`src/rtl/jtag_tap_pkg.sv`:
```
// Shared TAP definitions: controller state encoding, default opcodes and the
// 1149.1 next-state table.
package jtag_tap_pkg;

  typedef enum logic [3:0] {
    TLR      = 4'hF,
    RTI      = 4'hC,
    SEL_DR   = 4'h7,
    CAP_DR   = 4'h6,
    SH_DR    = 4'h2,
    EX1_DR   = 4'h1,
    PAUSE_DR = 4'h3,
    EX2_DR   = 4'h0,
    UPD_DR   = 4'h5,
    SEL_IR   = 4'h4,
    CAP_IR   = 4'hE,
    SH_IR    = 4'hA,
    EX1_IR   = 4'h9,
    PAUSE_IR = 4'hB,
    EX2_IR   = 4'h8,
    UPD_IR   = 4'hD
  } tap_state_e;

  localparam logic [4:0]  IDCODE_IR_DEF    = 5'h01;
  localparam logic [4:0]  BYPASS_IR_DEF    = 5'h1F;
  localparam logic [31:0] IDCODE_VALUE_DEF = 32'hDEB11001;

  function automatic tap_state_e tap_next_state(input tap_state_e state, input logic tms);
    tap_state_e nxt;
    case (state)
      TLR:      nxt = tms ? TLR    : RTI;
      RTI:      nxt = tms ? SEL_DR : RTI;
      SEL_DR:   nxt = tms ? SEL_IR : CAP_DR;
      CAP_DR:   nxt = tms ? EX1_DR : SH_DR;
      SH_DR:    nxt = tms ? EX1_DR : SH_DR;
      EX1_DR:   nxt = tms ? UPD_DR : PAUSE_DR;
      PAUSE_DR: nxt = tms ? EX2_DR : PAUSE_DR;
      EX2_DR:   nxt = tms ? UPD_DR : SH_DR;
      UPD_DR:   nxt = tms ? SEL_DR : RTI;
      SEL_IR:   nxt = tms ? TLR    : CAP_IR;
      CAP_IR:   nxt = tms ? EX1_IR : SH_IR;
      SH_IR:    nxt = tms ? EX1_IR : SH_IR;
      EX1_IR:   nxt = tms ? UPD_IR : PAUSE_IR;
      PAUSE_IR: nxt = tms ? EX2_IR : PAUSE_IR;
      EX2_IR:   nxt = tms ? UPD_IR : SH_IR;
      UPD_IR:   nxt = tms ? SEL_DR : RTI;
      default:  nxt = TLR;
    endcase
    return nxt;
  endfunction

endpackage

```
`src/rtl/jtag_tap_fsm.sv`:
```
// 16-state TAP controller: state register advanced by tms on rising tck,
// forced to Test-Logic-Reset while trst_n is low.
module jtag_tap_fsm
  import jtag_tap_pkg::*;
(
  input  logic       tck,
  input  logic       trst_n,
  input  logic       tms,
  output logic [3:0] state
);

  tap_state_e state_q;
  tap_state_e state_d;

  always_comb begin
    state_d = tap_next_state(state_q, tms);
  end

  always_ff @(posedge tck or negedge trst_n) begin
    if (!trst_n) begin
      state_q <= TLR;
    end else begin
      state_q <= state_d;
    end
  end

  assign state = state_q;

endmodule

```
`src/rtl/jtag_tap_slave.sv`:
```
// TAP responder: instruction register, IDCODE/BYPASS data registers, user DR
// strobes and the falling-edge tdo driver.
module jtag_tap_slave
  import jtag_tap_pkg::*;
#(
  parameter int                  IR_WIDTH     = 5,
  parameter logic [31:0]         IDCODE_VALUE = IDCODE_VALUE_DEF,
  parameter logic [IR_WIDTH-1:0] IDCODE_IR    = IR_WIDTH'(IDCODE_IR_DEF),
  parameter logic [IR_WIDTH-1:0] BYPASS_IR    = {IR_WIDTH{1'b1}}
) (
  input  logic                tck,
  input  logic                trst_n,
  input  logic                tms,
  input  logic                tdi,
  output logic                tdo,
  output logic                tdo_en,
  output logic [IR_WIDTH-1:0] ir_out,
  output logic                user_sel,
  output logic                capture_dr,
  output logic                shift_dr,
  output logic                update_dr,
  input  logic                user_tdo
);

  localparam logic [IR_WIDTH-1:0] IR_CAPTURE = IR_WIDTH'(2'b01);

  logic [3:0]          state_raw;
  tap_state_e          state;
  logic [IR_WIDTH-1:0] ir_q, ir_d;
  logic [IR_WIDTH-1:0] ir_sr_q, ir_sr_d;
  logic [31:0]         idcode_q, idcode_d;
  logic                bypass_q, bypass_d;
  logic                tdo_q, tdo_d;
  logic                tdo_en_q, tdo_en_d;
  logic                is_idcode, is_bypass;

  jtag_tap_fsm u_fsm (
    .tck    (tck),
    .trst_n (trst_n),
    .tms    (tms),
    .state  (state_raw)
  );

  assign state     = tap_state_e'(state_raw);
  assign is_idcode = (ir_q == IDCODE_IR);
  assign is_bypass = (ir_q == BYPASS_IR);
  assign user_sel  = !(is_idcode || is_bypass);

  // User DRs live outside; they act on these strobes at the same rising edge.
  assign capture_dr = user_sel && (state == CAP_DR);
  assign shift_dr   = user_sel && (state == SH_DR);
  assign update_dr  = user_sel && (state == UPD_DR);

  always_comb begin
    ir_d     = ir_q;
    ir_sr_d  = ir_sr_q;
    idcode_d = idcode_q;
    bypass_d = bypass_q;
    case (state)
      TLR:    ir_d    = IDCODE_IR;
      CAP_IR: ir_sr_d = IR_CAPTURE;
      SH_IR:  ir_sr_d = {tdi, ir_sr_q[IR_WIDTH-1:1]};
      UPD_IR: ir_d    = ir_sr_q;
      CAP_DR: begin
        if (is_idcode)      idcode_d = IDCODE_VALUE;
        else if (is_bypass) bypass_d = 1'b0;
      end
      SH_DR: begin
        if (is_idcode)      idcode_d = {tdi, idcode_q[31:1]};
        else if (is_bypass) bypass_d = tdi;
      end
      default: ;
    endcase
  end

  always_ff @(posedge tck or negedge trst_n) begin
    if (!trst_n) begin
      ir_q     <= IDCODE_IR;
      ir_sr_q  <= '0;
      idcode_q <= IDCODE_VALUE;
      bypass_q <= 1'b0;
    end else begin
      ir_q     <= ir_d;
      ir_sr_q  <= ir_sr_d;
      idcode_q <= idcode_d;
      bypass_q <= bypass_d;
    end
  end

  always_comb begin
    tdo_d = tdo_q;
    if (state == SH_IR) begin
      tdo_d = ir_sr_q[0];
    end else if (state == SH_DR) begin
      tdo_d = is_idcode ? idcode_q[0] : (is_bypass ? bypass_q : user_tdo);
    end
    tdo_en_d = (state == SH_IR) || (state == SH_DR);
  end

  // tdo launches on the falling edge so the host samples a settled bit.
  always_ff @(negedge tck or negedge trst_n) begin
    if (!trst_n) begin
      tdo_q    <= 1'b0;
      tdo_en_q <= 1'b0;
    end else begin
      tdo_q    <= tdo_d;
      tdo_en_q <= tdo_en_d;
    end
  end

  assign tdo    = tdo_q;
  assign tdo_en = tdo_en_q;
  assign ir_out = ir_q;

endmodule

```
`config.mk`:
```
export PLATFORM = sky130hd
export DESIGN_NAME = jtag_tap_slave
export DESIGN_NICKNAME = d
export VERILOG_FILES = /design/src/rtl/jtag_tap_pkg.sv /design/src/rtl/jtag_tap_fsm.sv /design/src/rtl/jtag_tap_slave.sv
export SDC_FILE = /design/constraint.sdc
export NUM_CORES = 1
export LEC_CHECK = 0
export ABC_CLOCK_PERIOD_IN_PS = 2600
export BUFFER_PORTS_ARGS = -buffer_cell sky130_fd_sc_hd__buf_4
export CORE_MARGIN = 3
export CORE_UTILIZATION = 47
export DETAILED_ROUTE_END_ITERATION = 10
export RECOVER_POWER = 25
export SETUP_SLACK_MARGIN = 0.1
export SYNTH_ARGS = -nofsm -noshare
export SYNTH_HDL_FRONTEND = slang
export SYNTH_SLANG_ARGS = --single-unit
```
`constraint.sdc`:
```
create_clock -name tck -period 2.6 [get_ports tck]
set_input_delay 0.13 -clock tck [delete_from_list [all_inputs] [get_ports tck]]
set_output_delay 0.13 -clock tck [all_outputs]
set_load 0.02 [all_outputs]
```
==> results.cfg <==
[place]
dpl_cell_area_um2 = 2510
dp.cells = 311
hpwlAfterDp_um = 2610
io_buffers = 15
gp_congestion = 0.817

[timing]
hold_slack_ns = 0.0905
tns_ns = -0.170
rsz0062_at_grt = true
worst_slew_pin_slew_ns = 0.860
slew_violations = 0
hold_viol_final = 0
final-setup-viol-count = 1
fin_ws_ns = -0.170
slew_headroom_pct = 42.6
fin_skew_ns = 0.00759

[clock_tree]
cts-buffers-inserted = 5
clock_latency_ns = 0.29
htreeDepth = 2
tritoncts = done
cts_root_buf = clkbuf_8
clock_path_buffers = 2
clk_pin_slew_ns = 0.08
cts.sinks = 49

[grt]
grt_max_degree = 65
grt_use_total_pct = 15.2
grt_first_pass_wirelength_um = 6470
antenna_found_initial = 0
overflow = 0
grt_pass1_vias = 1500

[yosys]
synth_most_common_cell = nand2_1
ys_async_sr_fraction_pct = 100
synth_top_area_share_pct = 32.8
synth_area_um2 = 2290
ys_warn_count = 0
synth_common_cells = nand2_1 (49), dfrtp_1 (30), nand2b_1 (29)
synth.area.top_cells = dfrtp_1 (33%), dfstp_2 (20%), o21ai_2 (11%)
ys_ff_latch = 49
synthCells = 232
synth_area_per_cell_um2 = 9.87
synth-edff-count = 0
synth_flop_cell = dfrtp_1
synth_nets = 237
yosysSeqAreaShare_pct = 54.5
synth_area_leader_cell = dfrtp_1
ys_types = 29

[setup_path]
cp_max_fo = 2
crit_required_ns = 1.44
worst_r2r_startpoint = ir_out[2]
arrival_ns = 1.60
cp-end-kind = flip-flop
worstSetupStartpointType = flip-flop
path_class = flip-flop to flip-flop
r2r-end = tdo
reg2reg_depth = 4
reg2reg_slack_ns = -0.17

[worst_hold_path]
hold_end = idcode_q[31]
hold_path.startpoint = tdi
hold_path_depth = 3
hp-class = primary input to flip-flop

[power]
p_per_area_nw_per_um2 = 1130
vdd_drop_max_v = 0.000480
p_leak_nw = 1.15

[die]
core_area_um2 = 4530
rows = 24
die_area_um2 = 5740
io_pins = 16
die_w_um = 75.8
die_height_um = 75.8
initial_core_util_pct = 50.5

[layout]
num_antenna_cells = 0
area_delta_synth_final_pct = 14.7
stdcell_count = 321
final_area_um2 = 2630
postLayoutCoreUtil_pct = 57.9
nets = 260
layout-drive-gt1-share_pct = 34.0

[drt]
vias_per_cell = 5.00
routedWlPerCell_um = 12.0
ant_nets = 0
routed_wl_um = 3850
vias = 1605
drt-initial-drc-count = 107
drt_first_pass_iters = 6
drc = 0

[run]
drv_cap = 0

[outcome]
outcome = finished with violations
violations = setup timing
-- report_power, final --
part           internal (mW)  switching (mW)
combinational          0.580           0.726
sequential              1.10           0.154
clock                  0.187           0.233
-- layout make-up --
class	count	area [µm²]
Clock buffer	6	72.6
Clock inverter	2	10.0
Fill cell	389	1910
Inverter	5	18.8
Multi-Input combinational cell	163	946
Sequential cell	49	1250
Tap cell	65	81.3
Timing Repair Buffer	31	248
-- routing by layer --
metal	track usage, %	share of wire [%]	vias to the layer above
met4	8.16	1.7	0
li1	-	-	820
met2	26.0	51	31
met3	3.43	3.6	7
met1	17.4	44	747
met5	0	0	-
-- critical path, cell delays in order (launching register included) --
cell	delay (ns)
dfrtp_2	0.41
or4_4	0.57
buf_6	0.14
nor3_4	0.11
o41ai_2	0.09
-- worst max path at each step --
stage	to	from
finish	tdo	ir_out[2]
floorplan	tdo	ir_out[1]
CTS	tdo	ir_out[1]
detailed placement	tdo	ir_out[1]
global placement	tdo	ir_out[1]
global route	tdo	ir_out[2]
-- cells in the final DEF (no fill, tap or decap), drive strengths merged --
cell type    instances
inv                  5
nand4                1
a21oi                4
nand2               49
nor3                 3
o21ai               44
o211ai               1
a22oi                1
nor2                16
dfstp               17
or4                  2
nor3b                1
mux2i                1
o31ai                1
dlygate4sd3          2
nor4                 1
clkinv               2
buf                 27
nand2b              29
or3                  1
o41ai                1
clkbuf               8
dfrtp               30
nor2b                2
o21a                 1
and3                 2
nand3                2
dfrtn                2
-- flip-flops by register name (all words and copies together), names as in the netlist --
register / cells
ir_sr_q: 5
tdo: 1
tdo_en: 1
idcode_q: 32
bypass_q: 1
u_fsm.state: 4
ir_out: 5
-- kinds of logic (layout without fill, tap and decap cells) --
kind of cell / count (synthesis) / in the layout / share of synthesized area, %
AND/OR/NAND/NOR: 109 / 109 / 22.7
AO/OA/AOI/OAI: 53 / 53 / 16.8
flip-flops: 49 / 49 / 54.5
buffers and inverters: 20 / 44 / 5.57
multiplexers: 1 / 1 / 0.437
-- stage by stage --
step | worst slack, ns | total power, mW
2_1_floorplan | -0.243 | 2.15
3_3_place_gp | -0.157 | 2.48
3_5_place_dp | -0.204 | 2.53
4_1_cts | -0.214 | 2.97
5_1_grt | -0.222 | 3.21
6_report | -0.170 | 2.98
-- timing repair --
item | 4_1_cts | 5_1_grt
pin swaps | 0 | 2
setup endpoints to repair | 1 | 1
hold buffers | 2 | 0
gates resized for setup | 0 | 4
gates cloned | 0 | 0
buffers inserted | 0 | 0
hold endpoints to repair | 13 | 0
Note: power is estimated with default switching activity, not from simulation.
